## config.mk

```make
export PLATFORM = sky130hd
export DESIGN_NAME = muldiv_unit
export DESIGN_NICKNAME = d
export VERILOG_FILES = /design/src/rtl/muldiv_unit.sv
export SDC_FILE = /design/constraint.sdc
export NUM_CORES = 1
export LEC_CHECK = 0
export BUFFER_PORTS_ARGS = -buffer_cell sky130_fd_sc_hd__buf_2
export CELL_PAD_IN_SITES_DETAIL_PLACEMENT = 1
export CELL_PAD_IN_SITES_GLOBAL_PLACEMENT = 1
export CORE_ASPECT_RATIO = 1.5
export CORE_MARGIN = 2
export CORE_UTILIZATION = 32
export DETAILED_ROUTE_END_ITERATION = 16
export GPL_TIMING_DRIVEN = 0
export PLACE_DENSITY = 0.67
export SYNTH_ARGS = -nofsm -noshare
export SYNTH_HDL_FRONTEND = slang
export SYNTH_SLANG_ARGS = --single-unit
```

## constraint.sdc

```tcl
create_clock -name clk -period 3.6 [get_ports clk]
set_input_delay 0.36 -clock clk [delete_from_list [all_inputs] [get_ports clk]]
set_output_delay 0.36 -clock clk [all_outputs]
set_load 0.01 [all_outputs]
```

## src/rtl/muldiv_unit.sv

```systemverilog
// Iterative 32-step shift-add multiplier / restoring divider with HI/LO registers.
// Define MULDIV_FAST_MULT_EN for a single-cycle combinational multiply (divide unchanged).
module muldiv_unit #(
    parameter int unsigned WIDTH = 32
) (
    input  logic             clk,
    input  logic             reset_n,
    input  logic             ex_valid,
    input  logic [5:0]       opcode,
    input  logic [5:0]       funct,
    input  logic [WIDTH-1:0] srca,
    input  logic [WIDTH-1:0] srcb,
    input  logic             flush,
    output logic             busy,
    output logic             stall,
    output logic [WIDTH-1:0] hilo_rdata,
    output logic             done
);
    localparam int unsigned CW = $clog2(WIDTH);
    localparam logic [5:0] F_MFHI = 6'b010000, F_MTHI = 6'b010001, F_MFLO = 6'b010010,
                           F_MTLO = 6'b010011, F_MULT = 6'b011000, F_MULTU = 6'b011001,
                           F_DIV  = 6'b011010, F_DIVU = 6'b011011;

    typedef enum logic [1:0] {IDLE, CALC, FIX} state_t;

    state_t               state_q, state_d;
    logic [WIDTH-1:0]     hi_q, hi_d, lo_q, lo_d;
    logic [2*WIDTH-1:0]   acc_q, acc_d;
    logic [WIDTH-1:0]     opd_q, opd_d;
    logic [CW-1:0]        count_q, count_d;
    logic                 is_div_q, is_div_d, neg_res_q, neg_res_d, neg_rem_q, neg_rem_d;
    logic                 done_q, done_d;

    logic                 is_r, f_mul, f_div, f_signed, f_mfhi, f_mflo, f_mthi, f_mtlo;
    logic                 md_op, hl_op, a_neg, b_neg;
    logic [WIDTH-1:0]     a_mag, b_mag, div_diff;
    logic [WIDTH:0]       mul_sum, div_shift;
    logic                 div_ge;
    logic [2*WIDTH-1:0]   prod_fix;

    assign is_r     = (opcode == 6'b000000);
    assign f_mul    = is_r & ((funct == F_MULT) | (funct == F_MULTU));
    assign f_div    = is_r & ((funct == F_DIV)  | (funct == F_DIVU));
    assign f_signed = (funct == F_MULT) | (funct == F_DIV);
    assign f_mfhi   = is_r & (funct == F_MFHI);
    assign f_mflo   = is_r & (funct == F_MFLO);
    assign f_mthi   = is_r & (funct == F_MTHI);
    assign f_mtlo   = is_r & (funct == F_MTLO);

    assign md_op = ex_valid & ~flush & (f_mul | f_div);
    assign hl_op = ex_valid & ~flush & (f_mfhi | f_mflo | f_mthi | f_mtlo);

    assign busy  = (state_q == CALC) | (state_q == FIX);
    assign stall = busy & (md_op | hl_op);
    assign done  = done_q;

    assign hilo_rdata = (hl_op & f_mfhi) ? hi_q :
                        (hl_op & f_mflo) ? lo_q : '0;

    assign a_neg = f_signed & srca[WIDTH-1];
    assign b_neg = f_signed & srcb[WIDTH-1];
    assign a_mag = a_neg ? -srca : srca;
    assign b_mag = b_neg ? -srcb : srcb;

    // Multiply: acc = {partial product high, multiplier shifting out at bit 0}.
    assign mul_sum   = {1'b0, acc_q[2*WIDTH-1:WIDTH]} + {1'b0, opd_q};
    // Divide: acc = {partial remainder, dividend shifting out / quotient shifting in}.
    assign div_shift = {acc_q[2*WIDTH-1:WIDTH], acc_q[WIDTH-1]};
    assign div_ge    = (div_shift >= {1'b0, opd_q});
    assign div_diff  = div_shift[WIDTH-1:0] - opd_q;
    assign prod_fix  = neg_res_q ? -acc_q : acc_q;

    always_comb begin
        state_d   = state_q;
        hi_d      = hi_q;
        lo_d      = lo_q;
        acc_d     = acc_q;
        opd_d     = opd_q;
        count_d   = count_q;
        is_div_d  = is_div_q;
        neg_res_d = neg_res_q;
        neg_rem_d = neg_rem_q;
        done_d    = 1'b0;
        case (state_q)
            IDLE: begin
                if (md_op) begin
                    is_div_d  = f_div;
                    neg_res_d = a_neg ^ b_neg;
                    neg_rem_d = a_neg;
                    count_d   = '0;
                    if (f_div) begin
                        if (srcb == '0) begin
                            acc_d     = {srca, {WIDTH{1'b1}}};
                            neg_res_d = 1'b0;
                            neg_rem_d = 1'b0;
                            state_d   = FIX;
                        end else begin
                            acc_d   = {{WIDTH{1'b0}}, a_mag};
                            opd_d   = b_mag;
                            state_d = CALC;
                        end
                    end else begin
`ifdef MULDIV_FAST_MULT_EN
                        acc_d   = {{WIDTH{1'b0}}, a_mag} * {{WIDTH{1'b0}}, b_mag};
                        state_d = FIX;
`else
                        acc_d   = {{WIDTH{1'b0}}, b_mag};
                        opd_d   = a_mag;
                        state_d = CALC;
`endif
                    end
                end else if (hl_op) begin
                    if (f_mthi) hi_d = srca;
                    if (f_mtlo) lo_d = srca;
                end
            end
            CALC: begin
                count_d = count_q + CW'(1);
                if (is_div_q)
                    acc_d = div_ge ? {div_diff, acc_q[WIDTH-2:0], 1'b1}
                                   : {div_shift[WIDTH-1:0], acc_q[WIDTH-2:0], 1'b0};
                else
                    acc_d = acc_q[0] ? {mul_sum, acc_q[WIDTH-1:1]}
                                     : {1'b0, acc_q[2*WIDTH-1:1]};
                if (count_q == CW'(WIDTH-1)) state_d = FIX;
            end
            FIX: begin
                if (is_div_q) begin
                    lo_d = neg_res_q ? -acc_q[WIDTH-1:0] : acc_q[WIDTH-1:0];
                    hi_d = neg_rem_q ? -acc_q[2*WIDTH-1:WIDTH] : acc_q[2*WIDTH-1:WIDTH];
                end else begin
                    lo_d = prod_fix[WIDTH-1:0];
                    hi_d = prod_fix[2*WIDTH-1:WIDTH];
                end
                done_d  = 1'b1;
                state_d = IDLE;
            end
            default: state_d = IDLE;
        endcase
        // Flush overrides everything: abort, keep HI/LO, suppress done.
        if (flush) begin
            state_d = IDLE;
            hi_d    = hi_q;
            lo_d    = lo_q;
            done_d  = 1'b0;
        end
    end

    always_ff @(posedge clk or negedge reset_n) begin
        if (!reset_n) begin
            state_q   <= IDLE;
            hi_q      <= '0;
            lo_q      <= '0;
            acc_q     <= '0;
            opd_q     <= '0;
            count_q   <= '0;
            is_div_q  <= 1'b0;
            neg_res_q <= 1'b0;
            neg_rem_q <= 1'b0;
            done_q    <= 1'b0;
        end else begin
            state_q   <= state_d;
            hi_q      <= hi_d;
            lo_q      <= lo_d;
            acc_q     <= acc_d;
            opd_q     <= opd_d;
            count_q   <= count_d;
            is_div_q  <= is_div_d;
            neg_res_q <= neg_res_d;
            neg_rem_q <= neg_rem_d;
            done_q    <= done_d;
        end
    end
endmodule

```

# --- Word level (Yosys, flattened, before mapping) ---
# Cells that the tools add are included.
op_classes:
  bitwise_logic: 25
  muxes: 40
  magnitude_cmp: 1
  reduce_logical: 11
  add_sub_neg: 8
  n_eq_ne: 19
ops:
  columns: ["cell", "n"]
  rows:
  - ["two-way mux 32 bit", 16]
  - ["two-way mux 64 bit", 7]
  - ["negation 32 bit", 4]
  - ["one-hot mux 32 bit (2 select lines)", 2]
  - ["one-hot mux 64 bit (2 select lines)", 1]
  - ["negation 64 bit", 1]
  - ["== test 6 x 5 -> 1 bit, second input constant", 8]
  - ["adder 32 x 32 -> 33 bit", 1]
  - [">= comparator 33 x 32 -> 1 bit", 1]
  - ["zero test 32 bit", 1]
  - ["subtractor 32 bit", 1]
  - ["AND 1 bit", 14]
  - ["!= test 2 bit, second input constant", 6]
  - ["two-way mux 2 bit", 5]
  - ["one-hot mux 5 bit (2 select lines)", 1]
  - ["AND reduction 5 bit", 2]
  - ["bitwise OR 1 bit", 9]
  - ["zero test 6 bit", 1]
  - ["two-way mux 1 bit", 6]
  - ["AND reduction 2 bit", 3]
  - ["adder 5 x 1 -> 5 bit, second input constant", 1]
  - ["== test 5 bit, second input constant", 1]
  - ["two-way mux 5 bit", 1]
  - ["one-hot mux 2 bit (2 select lines)", 1]
  - ["9 further kinds", 10]
totals:
  word_cells: 114
  out_inout_bits: 35
  register_bits: 171

# --- Logic depth before layout (Yosys ltp) ---
# Gate-level depths: netlist (run 1).
depth:
  word_depth: 9
  mapped_depth: 14
  depth_no_buf: 13

# --- Worst setup path before layout (run 1) ---
# OpenSTA, ideal clock, no wires.
synth_timing:
  path_type: "register to register"
  start: "register acc_q[32]"
  end: "register acc_q[63]"
  path_buffers: 0
  period_less_slack_ps: 3216
  setup_time_ps: 119
  path_stages_with_launch: 12
  required_ps: 3481
  setup_slack_ps: 384
  arrival_ps: 3097
  path_cell_list: "dfrtp_1 > ha_1 > fa_1 > a211oi_1 > o21ai_0 > a21oi_1 > a31oi_1 > a2111oi_0 > nor3_1 > a2111oi_0 > o21ai_0 > o21a_1"
synth_via:
  elab_chain_cells: 4
  elab_cells_between_ends: 7
  cone_classes: "2 x add/sub; 1 x order compare; 4 x mux"
synth_lines:
  columns: ["item", "line", "source"]
  rows:
  - ["start: declaration", "28", "logic [2*WIDTH-1:0] acc_q, acc_d;"]
  - ["start signal: assignment", "154", "acc_q <= '0;"]
  - ["start signal: assignment", "165", "acc_q <= acc_d;"]
  - ["adder 32 x 32 -> 33 bit, or another cell as far along", "66", "assign mul_sum = {1'b0, acc_q[2*WIDTH-1:WIDTH]} + {1'b0, opd_q};"]
  - ["two-way mux 64 bit (on tied branches)", "123, 120", null]
  - ["two-way mux 64 bit *", "119", "if (is_div_q)"]
  - ["one-hot mux 64 bit (2 select lines) *", "84", "case (state_q)"]
# Every way passes the cells marked *; elsewhere a longest branch is shown, timed or not.
# A chain may end at the register's enable or synchronous reset.

# --- Final worst setup path (run 1) ---
layout_timing:
  start: "register acc_q[15]"
  end: "register hi_q[20]"
layout_via:
  elab_chain_cells: 4
layout_lines:
  columns: ["item", "line", "source"]
  rows:
  - ["negation 64 bit", "71", "assign prod_fix = neg_res_q ? -acc_q : acc_q;"]
  - ["two-way mux 64 bit", "71", null]
  - ["two-way mux 32 bit", "128", "if (is_div_q) begin"]
  - ["one-hot mux 32 bit (2 select lines)", "84", null]
  - ["end signal: assignment", "163", "hi_q <= hi_d;"]
  - ["end: declaration", "27", "logic [WIDTH-1:0] hi_q, hi_d, lo_q, lo_d;"]
# No other way between the ends.

==> results of run 1 <==
[what timing repair did]
action                     in CTS  in global routing
hold buffers                    1                  0
hold endpoints to repair       80                  0
pin swaps                      10                 15
buffers inserted                5                 16
gates resized for setup        65                 74
setup endpoints to repair     148                 78
[critical path, stage by stage, from the launching register on]
cell,delay [ps]
dfrtp_2,440
or4_4,540
or4b_4,530
or2_4,270
nor4_4,420
nor2_2,130
o41ai_2,440
xor2_2,400
a211oi_1,170
a21o_1,180
[worst min-delay path by stage]
stage	from	end	slack (ps)	cells past startpoint
final	flush	state_q[0]	160	2
after global routing	flush	done	180	2
after CTS	flush	done	150	2
after detailed placement	reset_n	done	380	1
after global placement	hi_q[13]	hi_q[13]	460	1
after floorplan	reset_n	acc_q[0]	60	0
[routing by layer]
layer  wire, um  GRT usage [%]  vias to the layer above
met2      43400           58.5                      701
met1      33000           36.1                     9052
li1           -              -                     8060
met4       8770           27.1                        0
met5          0              0                        -
met3       3970           3.28                      310
[metrics by stage]
step / util [%] / std cells / hold WS [ps]
after global placement: 35.1 / 2892 / 460
after detailed placement: 35.2 / 2894 / 376
after CTS: 37.0 / 2926 / 148
final: 37.6 / 2941 / 160
after global routing: 37.6 / 2940 / 183
after floorplan: - / 2111 / 64.4
[registers in the layout, summed over array words and instances (netlist names)]
name / flops
acc_q: 64
hi_q: 32
lo_q: 32
opd_q: 32
count_q: 5
state_q: 2
done: 1
is_div_q: 1
neg_rem_q: 1
neg_res_q: 1
[final cells by class]
type	instances	area (um^2)	share of cell area (%)
Clock buffer	18	439	2.31
Timing Repair Buffer	136	771	4.05
Clock inverter	13	156	0.823
Multi-Input combinational cell	1720	11700	61.3
Sequential cell	171	4300	22.6
Antenna cell	1	2.50	0.0132
Inverter	76	285	1.50
Buffer	137	568	2.99
Tap cell	669	837	4.40
[cells in the mapped netlist (all sizes together) (14+ instances only)]
master,n,area (um^2)
ha,73,913
nand3,51,255
a221oi,15,131
o21ai,172,861
and3,15,93.8
a211o,15,131
dfrtp,171,4280
a21oi,190,951
mux2,22,248
o211ai,14,105
xnor2,99,867
inv,76,285
or3,21,131
or4,20,158
a22o,39,342
clkbuf,128,480
o31ai,34,260
nor3,64,320
a31oi,22,138
nand4,15,93.8
xor2,67,587
a211oi,67,503
buf,16,77.6
mux2i,52,521
nand2,206,773
nor4,21,159
a21o,63,473
nor2,175,662
nor2b,17,106
[report_power, final]
group / switching (uW) / total, uW / internal, uW / leakage, uW
logic: 414 / 588 / 174 / 0.00551
clock network: 944 / 2000 / 1060 / 0.000286
registers: 29.5 / 1960 / 1930 / 0.00215
total: 1390 / 4550 / 3160 / 0.00795
[cell families (layout without fill, tap and decap cells)]
logic type	count (synthesis)	count (layout)	share of synthesized area, %
AOI/OAI and AO/OA	745	745	29.9
and+or+nand+nor	660	660	19.3
buffers and inverters	220	380	5.16
DFF	171	171	26.2
xor gates and xnor gates	166	166	8.89
adders and majority gates	75	75	5.83
muxes	74	74	4.70
other	0	1	0
==> results_dict.tcl, run 1 <==
set metrics [dict create \
    status "finished with violations" \
    violations "setup timing" \
    synth_area_um2 16400 \
    worstReg2RegEnd "hi_q[20]" \
    reg2regPathDepth 9 \
    clock_latency_ps 470 \
    fin_total_pwr_uw 4550 \
    syn_to_final_growth_pct 16.3 \
    syn_inst 2111 \
    first_pass_iters 5 \
    endpoint_kind "flip-flop" \
    drv_slew 0 \
    yosysUniqueCellTypes 81 \
    io_pins 115 \
    wirelength_um 89200 \
    path_max_fanout 4 \
    synth_warnings 0 \
    setup_ws_ps -35.8 \
    maxCapViolCount 0 \
    syn-mean-instance-area_um2 7.75 \
    clock-skew-final_ps 14.5 \
    setup_violations 2 \
    place_ws_ps -1290 \
    ir_drop_mv 0.231 \
    grt_use_total_pct 33.2 \
    ys.flop_type "dfrtp_1" \
    syn_nets 2266 \
    cts_buffers 17 \
    numPortBuffers 112 \
    cp.required_ps 3960 \
    core_area_um2 50500 \
    timing.rr.start "acc_q[15]" \
    clk_pin_slew_ps 70 \
    drive_gt1_share_pct 14.1 \
    grt_pass1_wl_um 129000 \
    clock_sinks 171 \
    hold_path_class "input port to flip-flop" \
    htree_levels 4 \
    layout_common_cells "205 x nand2_1, 187 x a21oi_1, 169 x nor2_1" \
    fin_nets 2414 \
    drtIter0Drc 1266 \
    grt_pass1_vias 18800 \
    min_period_ps 3640 \
    fmax_ghz 0.275 \
    worst_setup_path_start_kind "flip-flop" \
    start_util_pct 32.3 \
    gp_congestion 0.997 \
    drc 0 \
    finalHoldViolCount 0 \
    grt_max_degree 92 \
    antenna_found_initial 0 \
    p_leak_uw 0.00795 \
    rows 101 \
    fin_crit_sh_pct 101 \
    die_w_um 189 \
    ys_async_sr_fraction_pct 100 \
    fin_tns_setup_ps -41.3 \
    avgViaCountPerCell 6.16 \
    slew_headroom_pct 17.4 \
    ys_seq_area_share_pct 26.2 \
    grt.overflow.total 0 \
    r2r_slack_ps -40 \
    die_area_um2 53000 \
    synth-seq-cells 171 \
    nFillCells 6182 \
    die_h_um 281 \
    design_area_um2 19000 \
    place_area_um2 17800 \
    cts_tree "done" \
    clockRootBuffer "clkbuf_16" \
    final_common_cell "nand2_1" \
    vias 18100 \
    crit_type "flip-flop to flip-flop" \
    dp_hpwl_um 71600 \
    grt_setup_unrepaired "yes" \
    startpoint "acc_q[15]" \
    routedWlPerCell_um 30.3 \
    arrival_ps 3990 \
    power_density_nw_per_um2 239 \
    setup.worst_path.end "hi_q[20]" \
    synth_edf_count 0 \
    clockBufferDepth 2 \
    worst_pin_slew_ps 1240 \
    ant_nets 0 \
]
No activity file was read; power rests on OpenSTA's default activity.
==> inputs of run 2 (changes only) <==
--- a/config.mk
+++ b/config.mk
@@ -12,6 +12,6 @@
 export CORE_MARGIN = 2
-export CORE_UTILIZATION = 32
+export CORE_UTILIZATION = 45
 export DETAILED_ROUTE_END_ITERATION = 16
 export GPL_TIMING_DRIVEN = 0
-export PLACE_DENSITY = 0.67
+export PLACE_DENSITY = 0.87
 export SYNTH_ARGS = -nofsm -noshare
--- a/constraint.sdc
+++ b/constraint.sdc
@@ -3,2 +3,2 @@
 set_output_delay 0.36 -clock clk [all_outputs]
-set_load 0.01 [all_outputs]
+set_load 0.1 [all_outputs]
==> run 2 against run 1 <==
The flow still finishes with violations (setup timing). Sequential cell count unchanged. Sequential share of layout area increased by 0.20 points. First-iteration DRC count increased by 55%. Final area decreased by 0.95%. Die area decreased by 28%. Combinational power decreased by 4.1%. Count of clock-buffer cells in the layout increased by 1. Non-clock buffer count decreased by 10. Highest routed layer is now met5.
==> results_dict.tcl, run 2 (synthesized netlist as in run 1, its figures left out) <==
set metrics [dict create \
    status "finished with violations" \
    violations "setup timing" \
    top_layer "met5" \
    slew_headroom_pct 15.0 \
    rows 85 \
    cp_slowest_cell "xor2_2" \
    antenna_found_initial 2 \
    endpoint_kind "flip-flop" \
    grt_pass1_wl_um 126000 \
    avgViaCountPerCell 6.89 \
    wl_met1_um 29500 \
    final_common_cell "nand2_1" \
    cp_cell_sequence "or4_4 -> or4b_4 -> or2_4 -> nor4_4 -> nor2_2 -> o41ai_4 -> xor2_2 -> a211oi_1 -> a21o_1" \
    htree_levels 4 \
    fin_total_pwr_uw 4560 \
    io_pins 115 \
    timing.rr.start "acc_q[13]" \
    place_ws_ps -1000 \
    arrival_ps 4130 \
    largest_register "acc_q" \
    worstHoldStart "flush" \
    fmax_ghz 0.266 \
    grt_setup_unrepaired "yes" \
    hold_path_class "input port to flip-flop" \
    drive_gt1_share_pct 14.1 \
    path_max_fanout 7 \
    ir_drop_mv 0.298 \
    maxCapViolCount 0 \
    core_area_um2 35800 \
    die_h_um 237 \
    wl_met2_um 39800 \
    clockRootBuffer "clkbuf_16" \
    die_w_um 160 \
    grt_max_degree 106 \
    nFillCells 4474 \
    die_area_um2 37900 \
    routed-wl-met3_um 6970 \
    cp_slowest_stage_delay_ps 570 \
    cp.required_ps 3960 \
    fin_nets 2404 \
    gp_congestion 1.08 \
    fin_crit_sh_pct 105 \
    clock_latency_ps 480 \
    ant_nets 0 \
    dp_hpwl_um 66600 \
    routedWlPerCell_um 31.3 \
    setup_violations 3 \
    layout_common_cells "205 x nand2_1, 185 x a21oi_1, 168 x nor2_1" \
    drtIter0Drc 1961 \
    worst_pin_slew_ps 1270 \
    wirelength_um 85900 \
    grt_pass1_vias 19500 \
    min_period_ps 3760 \
    cp_num_buf_inv 0 \
    setup_ws_ps -163 \
    clockBufferDepth 2 \
    cts_tree "done" \
    p_leak_uw 0.00792 \
    drv_slew 0 \
    power_density_nw_per_um2 242 \
    cpLargestDelayFamily "simple AND/OR/NAND/NOR gates" \
    clock_sinks 171 \
    largest_register_ffs 64 \
    vias 18900 \
    clk_pin_slew_ps 80 \
    antenna_cells 0 \
    crit_type "flip-flop to flip-flop" \
    startpoint "acc_q[13]" \
    cts_buffers 17 \
    start_util_pct 45.6 \
    drc 0 \
    worst_setup_path_start_kind "flip-flop" \
    numPortBuffers 112 \
    finalHoldViolCount 0 \
    fin_tns_setup_ps -283 \
    first_pass_iters 5 \
    grt.overflow.total 0 \
    grt_use_total_pct 44.7 \
    clock-skew-final_ps 14.0 \
    syn_to_final_growth_pct 15.2 \
]
run 2: changes by cell type in the layout (fill, tap and decap cells not counted), sizes merged:
cell / change
inv: +1
clkinvlp: -1
diode: -1
buf: -26
clkbuf: +17
run 2: final timing paths:
kind | end | slack [ps] | cells after the start
worst max-delay path | hi_q[20] | -160 | 9
worst min-delay path | state_q[0] | 130 | 2
worst max register to register | hi_q[20] | -160 | 9
worst min register to register | hi_q[31] | 480 | 1
max in group asynchronous | acc_q[58] | 2180 | 3
min in group asynchronous | lo_q[6] | 420 | 2
run 2: timing repair:
action	in CTS	in global routing
resized for setup	60	96
hold endpoints to repair	66	0
pin swaps	9	15
hold buffers	1	0
gates cloned	0	0
setup buffers	10	3
endpoints found under the setup margin	144	126
run 2: routing by layer:
layer  up-vias  global-route usage (%)
met5         -                   0.130
met3       479                    9.72
met2      1119                    73.4
met1      9233                    47.9
met4         2                    41.0
li1       8052                       -
run 2: worst register-to-register path: stages (launching register included):
cell and delay [ps]:
dfrtp_1 480, or4_4 550, or4b_4 560, or2_4 290, nor4_4 280, nor2_2 120, o41ai_4 410, xor2_2 570
a211oi_1 200, a21o_1 190
run 2: layout make-up:
| type | count | area, um^2 | area share (%) |
|---|---|---|---|
| multi-input cells | 1720 | 11700 | 62.3 |
| flip-flops and latches | 171 | 4290 | 22.8 |
| repair buffers | 128 | 769 | 4.09 |
| well taps | 478 | 598 | 3.18 |
| plain buffers | 135 | 548 | 2.91 |
| clock buffers | 19 | 453 | 2.40 |
| inverters | 76 | 288 | 1.53 |
| clock inverters | 13 | 153 | 0.811 |
run 2: per-stage QoR:
step | cells | hold slack, ps | instance area, um^2 | util (%)
2_1_floorplan | 2111 | 64.4 | 16400 | -
4_1_cts | 2741 | 125 | 18500 | 51.5
6_report | 2740 | 126 | 18800 | 52.5
5_1_grt | 2740 | 146 | 18800 | 52.5
3_5_place_dp | 2702 | 343 | 17600 | 49.0
3_3_place_gp | 2701 | 459 | 17500 | 48.9
run 2: power breakdown:
| part | internal, uW | total, uW | leakage (uW) | switching, uW |
|---|---|---|---|---|
| Sequential | 1930 | 1970 | 0.00216 | 32.8 |
| Combinational | 174 | 564 | 0.00546 | 390 |
| Clock | 1080 | 2030 | 0.000299 | 950 |
| Total | 3190 | 4560 | 0.00792 | 1370 |
==> inputs of run 3 (changes only) <==
CORE_MARGIN = 4   (was 2)
==> run 3 against run 2 <==
Clock skew fell by 3.1 ps. First-iteration DRC count down 7.7%. Largest cell class unchanged. Final area decreased by 0.37%. Fmax is 3.8% higher. The flow still finishes with violations (setup timing).
==> results_dict.tcl, run 3 (synthesized netlist as in run 1, its figures left out) <==
set metrics [dict create \
    status "finished with violations" \
    violations "setup timing" \
    globalRouteMet1Util_pct 44.8 \
    die_h_um 241 \
    avgViaCountPerCell 6.82 \
    grt_pass1_vias 19600 \
    grt_max_degree 96 \
    syn_to_final_growth_pct 14.7 \
    wirelength_um 87900 \
    hold_path_class "input port to flip-flop" \
    dp_hpwl_um 68900 \
    grt.overflow.total 0 \
    drive_gt1_share_pct 13.1 \
    cp.required_ps 4010 \
    clockRootBuffer "clkbuf_16" \
    clockBufferDepth 2 \
    fin_nets 2405 \
    rows 85 \
    power_density_nw_per_um2 240 \
    crit_type "flip-flop to flip-flop" \
    io_pins 115 \
    worst_hold_slack_ps 130 \
    core_area_um2 35900 \
    grt_use_total_pct 43.5 \
    final_common_cell "nand2_1" \
    largest_register "acc_q" \
    drc 0 \
    clk_pin_slew_ps 70 \
    fmax_ghz 0.276 \
    busiest_layer "met2" \
    gp_congestion 1.03 \
    layout_common_cells "205 x nand2_1, 184 x a21oi_1, 168 x nor2_1" \
    drv_slew 0 \
    routedWlPerCell_um 32.1 \
    arrival_ps 4040 \
    place_area_um2 17600 \
    vias 18700 \
    worst_pin_slew_ps 1190 \
    cts_tree "done" \
    numPortBuffers 112 \
    ir_drop_mv 0.367 \
    min_period_ps 3630 \
    use_met3_pct 10.4 \
    p_leak_uw 0.00788 \
    fin_crit_sh_pct 101 \
    nFillCells 4499 \
    maxCapViolCount 0 \
    die_w_um 164 \
    use_met2_pct 71.1 \
    die_area_um2 39500 \
    slew_headroom_pct 20.9 \
    drtIter0Drc 1810 \
    start_util_pct 45.5 \
    first_pass_iters 6 \
    fin_util_pct 52.2 \
    clock-skew-final_ps 10.9 \
    largest_register_ffs 64 \
    htree_levels 4 \
    antenna_cells 0 \
    endpoint_kind "flip-flop" \
    clock_latency_ps 480 \
    design_area_um2 18800 \
    antenna_found_initial 0 \
    ant_nets 0 \
    setup_violations 2 \
    worst_setup_path_start_kind "flip-flop" \
    cts_buffers 17 \
    path_max_fanout 10 \
    grt_pass1_wl_um 126000 \
    finalHoldViolCount 0 \
    setup_ws_ps -25.9 \
    clock_sinks 171 \
]
[run 3: cell count changes in the layout (fill, tap and decap cells not counted), moves of 4 or more]
cell,previous run,this run
clkbuf_4,20,14
buf_2,95,90
o31ai_2,5,0
buf_4,17,29
o31ai_1,29,33
ha_2,8,4
[run 3: final timing paths]
kind,startpoint,end,slack (ps),cells past startpoint
worst max-delay path,acc_q[46],hi_q[25],-30,9
worst min-delay path,flush,state_q[0],130,2
worst max register to register,acc_q[46],hi_q[25],-30,9
worst min register to register,lo_q[19],lo_q[19],480,2
max in group asynchronous,reset_n,acc_q[57],2190,3
min in group asynchronous,reset_n,lo_q[4],440,2
[run 3: critical path: stages, from the launching register on]
cell and delay (ps):
dfrtp_1 440, clkbuf_1 380, or4_1 790, nor4_4 430, nor4b_4 490, a21oi_1 190
nor2_4 300, xor2_2 130, a211oi_1 280, a21o_1 110
[run 3: repair_timing]
| action | in CTS | in global routing |
|---|---|---|
| gates resized for setup | 80 | 70 |
| setup endpoints to repair | 160 | 116 |
| buffers inserted | 10 | 4 |
| cloned | 0 | 0 |
| hold endpoints to repair | 76 | 0 |
| pin swaps | 10 | 13 |
| hold buffers | 1 | 0 |
[run 3: stage by stage]
step	TNS (ps)	worst slack (ps)	total power, uW	instances
after floorplan	0	235	2240	2111
after global placement	-220940	-1320	2500	2701
after detailed placement	-120210	-1340	2510	2703
after CTS	0	3.89	4460	2743
after global routing	-83.8	-37.2	4580	2741
final	-30.3	-25.9	4500	2741
[run 3: power by group]
group	leakage [uW]	switching, uW	internal, uW	total, uW
sequential	0.00216	31.7	1930	1970
combinational	0.00543	374	173	547
clock	0.000285	933	1050	1990
total	0.00788	1340	3160	4500
[run 3: layout make-up]
type                    instances  area [um^2]  share of cell area, %
repair buffers                129          802                   4.27
multi-input cells            1720        11600                   62.0
well taps                     478          598                   3.19
inverters                      76          289                   1.54
clock buffers                  18          439                   2.34
flip-flops and latches        171         4290                   22.9
plain buffers                 135          551                   2.93
clock inverters                14          160                  0.854
[run 3: per-layer routing]
| layer | up-vias | wire length (um) |
|---|---|---|
| met5 | - | 0 |
| met4 | 0 | 10400 |
| met3 | 519 | 6430 |
| met2 | 1012 | 40700 |
| met1 | 9085 | 30400 |
| li1 | 8086 | - |
